`config.mk`:
```
export PLATFORM = sky130hd
export DESIGN_NAME = frame_stack_ctrl
export DESIGN_NICKNAME = d
export VERILOG_FILES = /design/src/rtl/frame_stack_ctrl.sv
export SDC_FILE = /design/constraint.sdc
export NUM_CORES = 1
export LEC_CHECK = 0
export BUFFER_PORTS_ARGS = -buffer_cell sky130_fd_sc_hd__buf_2
export CAP_MARGIN = 20
export CORE_MARGIN = 10
export CORE_UTILIZATION = 47
export CTS_BUF_LIST = sky130_fd_sc_hd__clkbuf_8 sky130_fd_sc_hd__clkbuf_16
export DETAILED_ROUTE_END_ITERATION = 10
export GPL_TIMING_DRIVEN = 0
export PLACE_DENSITY = 0.79
export REMOVE_ABC_BUFFERS = 1
export SETUP_SLACK_MARGIN = 0.15
export SYNTH_ARGS = -nofsm -noshare
export SYNTH_HDL_FRONTEND = slang
export SYNTH_SLANG_ARGS = --single-unit
```
`constraint.sdc`:
```
create_clock -name clk_i -period 6.5 [get_ports clk_i]
set_input_delay 0.325 -clock clk_i [delete_from_list [all_inputs] [get_ports clk_i]]
set_output_delay 0.325 -clock clk_i [all_outputs]
set_load 0.01 [all_outputs]
```
`src/rtl/frame_stack_ctrl.sv`:
```
// Frame-granular stack sequencer: moves whole call frames between the Fibonacci
// controller and a single-port synchronous stack RAM, one word per cycle.
module frame_stack_ctrl #(
    parameter int unsigned WIDTH       = 8,
    parameter int unsigned FRAME_WORDS = 3,
    parameter int unsigned DEPTH       = 8,
    parameter int unsigned AW          = 5,
    parameter int unsigned PW          = 4
) (
    input  logic                         clk_i,
    input  logic                         rst_i,
    input  logic                         push_req_i,
    input  logic                         pop_req_i,
    input  logic [FRAME_WORDS*WIDTH-1:0] push_frame_i,
    output logic [FRAME_WORDS*WIDTH-1:0] pop_frame_o,
    output logic                         busy_o,
    output logic                         done_o,
    output logic                         err_o,
    output logic [PW-1:0]                count_o,
    output logic                         full_o,
    output logic                         empty_o,
    output logic                         mem_we_o,
    output logic                         mem_re_o,
    output logic [AW-1:0]                mem_addr_o,
    output logic [WIDTH-1:0]             mem_wdata_o,
    input  logic [WIDTH-1:0]             mem_rdata_i
);

    localparam int unsigned FW = FRAME_WORDS * WIDTH;
    localparam int unsigned KW = (FRAME_WORDS > 1) ? $clog2(FRAME_WORDS) : 1;
    localparam logic [KW-1:0] LastWord = KW'(FRAME_WORDS - 1);
    localparam logic [AW-1:0] FrameA   = AW'(FRAME_WORDS);

    typedef enum logic [2:0] {StIdle, StPush, StPopRd, StPopWait, StReject} state_e;

    state_e          state_q, state_d;
    logic [KW-1:0]   word_q, word_d;
    logic [PW-1:0]   count_q, count_d;
    logic [FW-1:0]   frame_q, frame_d;
    logic [FW-1:0]   pop_frame_q, pop_frame_d;
    logic [AW-1:0]   mem_addr_q, mem_addr_d;
    logic [WIDTH-1:0] mem_wdata_q, mem_wdata_d;
    logic            mem_we_q, mem_we_d;
    logic            mem_re_q, mem_re_d;
    logic            done_q, done_d;
    logic            err_q, err_d;
    logic            full, empty;
    logic [FW-1:0]   pop_shift;

    assign full  = (count_q == PW'(DEPTH));
    assign empty = (count_q == '0);

    always_comb begin
        // Read words enter at the top and shift down, so word 0 ends up in the low slot.
        pop_shift = pop_frame_q >> WIDTH;
        pop_shift[FW-1 -: WIDTH] = mem_rdata_i;

        state_d     = state_q;
        word_d      = word_q;
        count_d     = count_q;
        frame_d     = frame_q;
        pop_frame_d = pop_frame_q;
        mem_addr_d  = mem_addr_q;
        mem_wdata_d = mem_wdata_q;
        mem_we_d    = 1'b0;
        mem_re_d    = 1'b0;
        done_d      = 1'b0;
        err_d       = 1'b0;

        case (state_q)
            StIdle: begin
                if (push_req_i) begin
                    if (full) begin
                        state_d = StReject;
                        done_d  = 1'b1;
                        err_d   = 1'b1;
                    end else begin
                        state_d     = StPush;
                        word_d      = '0;
                        frame_d     = push_frame_i >> WIDTH;
                        mem_we_d    = 1'b1;
                        mem_addr_d  = AW'(count_q) * FrameA;
                        mem_wdata_d = push_frame_i[WIDTH-1:0];
                    end
                end else if (pop_req_i) begin
                    if (empty) begin
                        state_d = StReject;
                        done_d  = 1'b1;
                        err_d   = 1'b1;
                    end else begin
                        state_d    = StPopRd;
                        word_d     = '0;
                        mem_re_d   = 1'b1;
                        mem_addr_d = AW'(count_q - PW'(1)) * FrameA;
                    end
                end
            end
            StPush: begin
                if (word_q == LastWord) begin
                    state_d = StIdle;
                    count_d = count_q + PW'(1);
                    done_d  = 1'b1;
                end else begin
                    word_d      = word_q + KW'(1);
                    frame_d     = frame_q >> WIDTH;
                    mem_we_d    = 1'b1;
                    mem_addr_d  = mem_addr_q + AW'(1);
                    mem_wdata_d = frame_q[WIDTH-1:0];
                end
            end
            StPopRd: begin
                // Data for the previous read arrives now.
                if (word_q != '0) begin
                    pop_frame_d = pop_shift;
                end
                if (word_q == LastWord) begin
                    state_d = StPopWait;
                end else begin
                    word_d     = word_q + KW'(1);
                    mem_re_d   = 1'b1;
                    mem_addr_d = mem_addr_q + AW'(1);
                end
            end
            StPopWait: begin
                state_d     = StIdle;
                pop_frame_d = pop_shift;
                count_d     = count_q - PW'(1);
                done_d      = 1'b1;
            end
            StReject: begin
                state_d = StIdle;
            end
            default: begin
                state_d = StIdle;
            end
        endcase
    end

    always_ff @(posedge clk_i) begin
        if (rst_i) begin
            state_q     <= StIdle;
            word_q      <= '0;
            count_q     <= '0;
            frame_q     <= '0;
            pop_frame_q <= '0;
            mem_addr_q  <= '0;
            mem_wdata_q <= '0;
            mem_we_q    <= 1'b0;
            mem_re_q    <= 1'b0;
            done_q      <= 1'b0;
            err_q       <= 1'b0;
        end else begin
            state_q     <= state_d;
            word_q      <= word_d;
            count_q     <= count_d;
            frame_q     <= frame_d;
            pop_frame_q <= pop_frame_d;
            mem_addr_q  <= mem_addr_d;
            mem_wdata_q <= mem_wdata_d;
            mem_we_q    <= mem_we_d;
            mem_re_q    <= mem_re_d;
            done_q      <= done_d;
            err_q       <= err_d;
        end
    end

    assign pop_frame_o = pop_frame_q;
    assign busy_o      = (state_q != StIdle);
    assign done_o      = done_q;
    assign err_o       = err_q;
    assign count_o     = count_q;
    assign full_o      = full;
    assign empty_o     = empty;
    assign mem_we_o    = mem_we_q;
    assign mem_re_o    = mem_re_q;
    assign mem_addr_o  = mem_addr_q;
    assign mem_wdata_o = mem_wdata_q;

endmodule

```
==> flow_summary.json <==
{
  "vias_per_cell": 5.27,
  "drc_errors": 0,
  "setup_tns_ns": 0,
  "synthCells": 392,
  "post_cts_buffers": 0,
  "start_util_pct": 49.3,
  "cap_violations": 0,
  "min_to": "pop_frame_o[17]",
  "status": "finished, final reports clean",
  "fillers": 622,
  "cts_tree": "built",
  "grt_pass1_wl_um": 12100,
  "nets": 518,
  "overflow": 0,
  "drtAntennaViolNets": 0,
  "setup_viol": 0,
  "ys_types": 42,
  "synth_edf_count": 0,
  "hp-start": "mem_rdata_i[1]",
  "reg2reg_to": "frame_q[6]",
  "worst-r2r-cell-count": 7,
  "clock-skew-final_ns": 0.00736,
  "postCtsHoldBufs": 0,
  "dp.final_hpwl_um": 5480,
  "firstDrtPassIters": 4,
  "gp_congestion": 0.788,
  "min_path_cells": 3,
  "dieArea_um2": 10500,
  "grt_pass1_vias": 2713,
  "clock_latency_ns": 0.34,
  "yosysSeqAreaShare_pct": 41.5,
  "synth_ff_type": "dfxtp_1",
  "core_area_um2": 6460,
  "numCtsBuffers": 9,
  "syn_to_final_growth_pct": 20.7,
  "port_buffers": 83,
  "seqCellArea_um2": 1320,
  "drtIter0Drc": 174,
  "power_mw": 1.15,
  "synthTopCellsByCount": "nand2_1, dfxtp_1, nor2_1",
  "drive_above_1_share_pct": 22.9,
  "die_y_um": 102,
  "vias": 2869,
  "cts.reportedPaths.clkPinSlew_ns": 0.07,
  "maxSlewHeadroom_pct": 40.1,
  "syn_area_um2": 3190,
  "async_reset_ff_share_pct": 0,
  "tightestPinTransition_ns": 0.899,
  "power.density_nw_per_um2": 299,
  "gr-usage-all-layers_pct": 14.3,
  "timing.final.crit_share_pct": 44.0,
  "startpoint": "count_o[2]",
  "critPathArrivalTime_ns": 3.09,
  "ys_warn_count": 0,
  "synth_area_per_cell_um2": 8.13,
  "synth.most_common_cell": "nand2_1",
  "yosys.area.top_type": "dfxtp_1",
  "synth-seq-cells": 66,
  "netlist.area_leader.share_pct": 41.5,
  "totalWireLength_um": 7660,
  "ir_worst_vdd_v": 0.000234,
  "clockBufferDepth": 2,
  "reg2reg_from": "count_o[2]",
  "p_leak_nw": 1.69,
  "grt_max_degree": 67,
  "cts_resized": 0,
  "critical_path_class": "register to register",
  "reg2reg_slack_ns": 3.64,
  "synth_area_leaders": "dfxtp_1, nand2_1, ha_1",
  "multi_input_area_um2": 1700,
  "max_freq_ghz": 0.350,
  "cp.required_ns": 6.73,
  "startpoint_type": "register",
  "row_count": 29,
  "crit_fanout": 32,
  "clock_sinks": 66,
  "n_antenna_cell": 0,
  "root_buffer": "clkbuf_8",
  "fp.dieW_um": 102,
  "wl_per_cell_um": 14.1,
  "rsz0062_at_grt": "false",
  "hold_path_class": "input port to register",
  "antenna_found_initial": 0,
  "htreeDepth": 3,
  "endpoint_kind": "register",
  "hold_violations": 0,
  "drv_slew": 0,
  "io_pins": 84,
  "period_needed_ns": 2.86
}
-- layer usage --
metal / GRT usage [%] / share of wire, %
met1: 16.3 / 44
met4: 6.07 / 1.9
met5: 0 / 0
met3: 5.80 / 7.4
met2: 23.3 / 47
-- layout by cell type (no fill, tap or decap), types with 3 or more instances in the layout --
cell type	instances
xor2_1	5
a21oi_1	40
buf_2	83
nand2_1	88
or3_1	4
fa_1	3
xnor2_1	7
nor2_1	41
nor2b_1	3
a211oi_1	3
clkbuf_8	10
nor3_1	4
a21o_1	4
nand3_1	6
and2_1	3
ha_1	17
a22oi_1	10
dfxtp_1	66
a311oi_1	17
o21ai_0	5
inv_1	14
-- cells by family (layout without fill, tap and decap cells) --
logic type                 Yosys count  count (layout)  synth area share, %
buffers and inverters               40             115                 5.38
DFF                                 66              66                 41.5
xor gates and xnor gates            12              12                 3.30
adders and majority gates           20              20                 8.56
muxes                                3               3                 1.10
AOI/OAI and AO/OA                   92              92                 19.1
and+or+nand+nor                    159             159                 21.1
-- sequential cells by signal, summed over array words and instances (netlist names) --
| name | count |
|---|---|
| frame_q | 16 |
| mem_re_o | 1 |
| mem_we_o | 1 |
| pop_frame_o | 24 |
| mem_addr_o | 5 |
| done_o | 1 |
| mem_wdata_o | 8 |
| count_o | 4 |
| state_q | 3 |
| word_q | 2 |
| err_o | 1 |
-- how the worst max path moves through the flow --
stage / depth (start not counted) / slack (ns) / end
floorplan: 4 / 3.69 / frame_q[0]
CTS: 7 / 3.61 / frame_q[6]
global route: 7 / 3.43 / frame_q[6]
global placement: 4 / 2.75 / frame_q[4]
finish: 7 / 3.64 / frame_q[6]
detailed placement: 7 / 3.69 / frame_q[5]
-- worst max-delay path, stage by stage (launching register included) --
cell	delay, ns
dfxtp_1	0.48
inv_1	0.20
ha_1	0.24
and2_1	0.19
and3b_1	0.46
a21o_1	0.73
nor2_1	0.12
a311oi_1	0.32
-- final cells by class --
cell class	count	area share [%]
tap	77	2.50
timing repair buffer	85	11.6
inverter	14	1.37
clock inverter	6	2.34
clock buffer	10	3.58
sequential	66	34.4
multi-input combinational	286	44.2
-- metrics by stage --
step                area, um^2  setup slack [ns]  cells  utilization [%]  hold slack, ns
finish                    3850              3.64    544             59.6           0.220
global route              3850              3.43    544             59.6           0.212
CTS                       3830              3.61    543             59.2           0.205
detailed placement        3600              3.69    527             55.7           0.446
global placement          3580              2.75    526             55.4           0.439
floorplan                 3070              3.69    366                -           0.394
-- power by group --
group / total (mW) / switching, mW / internal (mW)
Clock: 0.382 / 0.155 / 0.227
Sequential: 0.495 / 0.0390 / 0.456
Combinational: 0.272 / 0.165 / 0.107
Total: 1.15 / 0.360 / 0.789
Note: power is estimated with default switching activity, not from simulation.
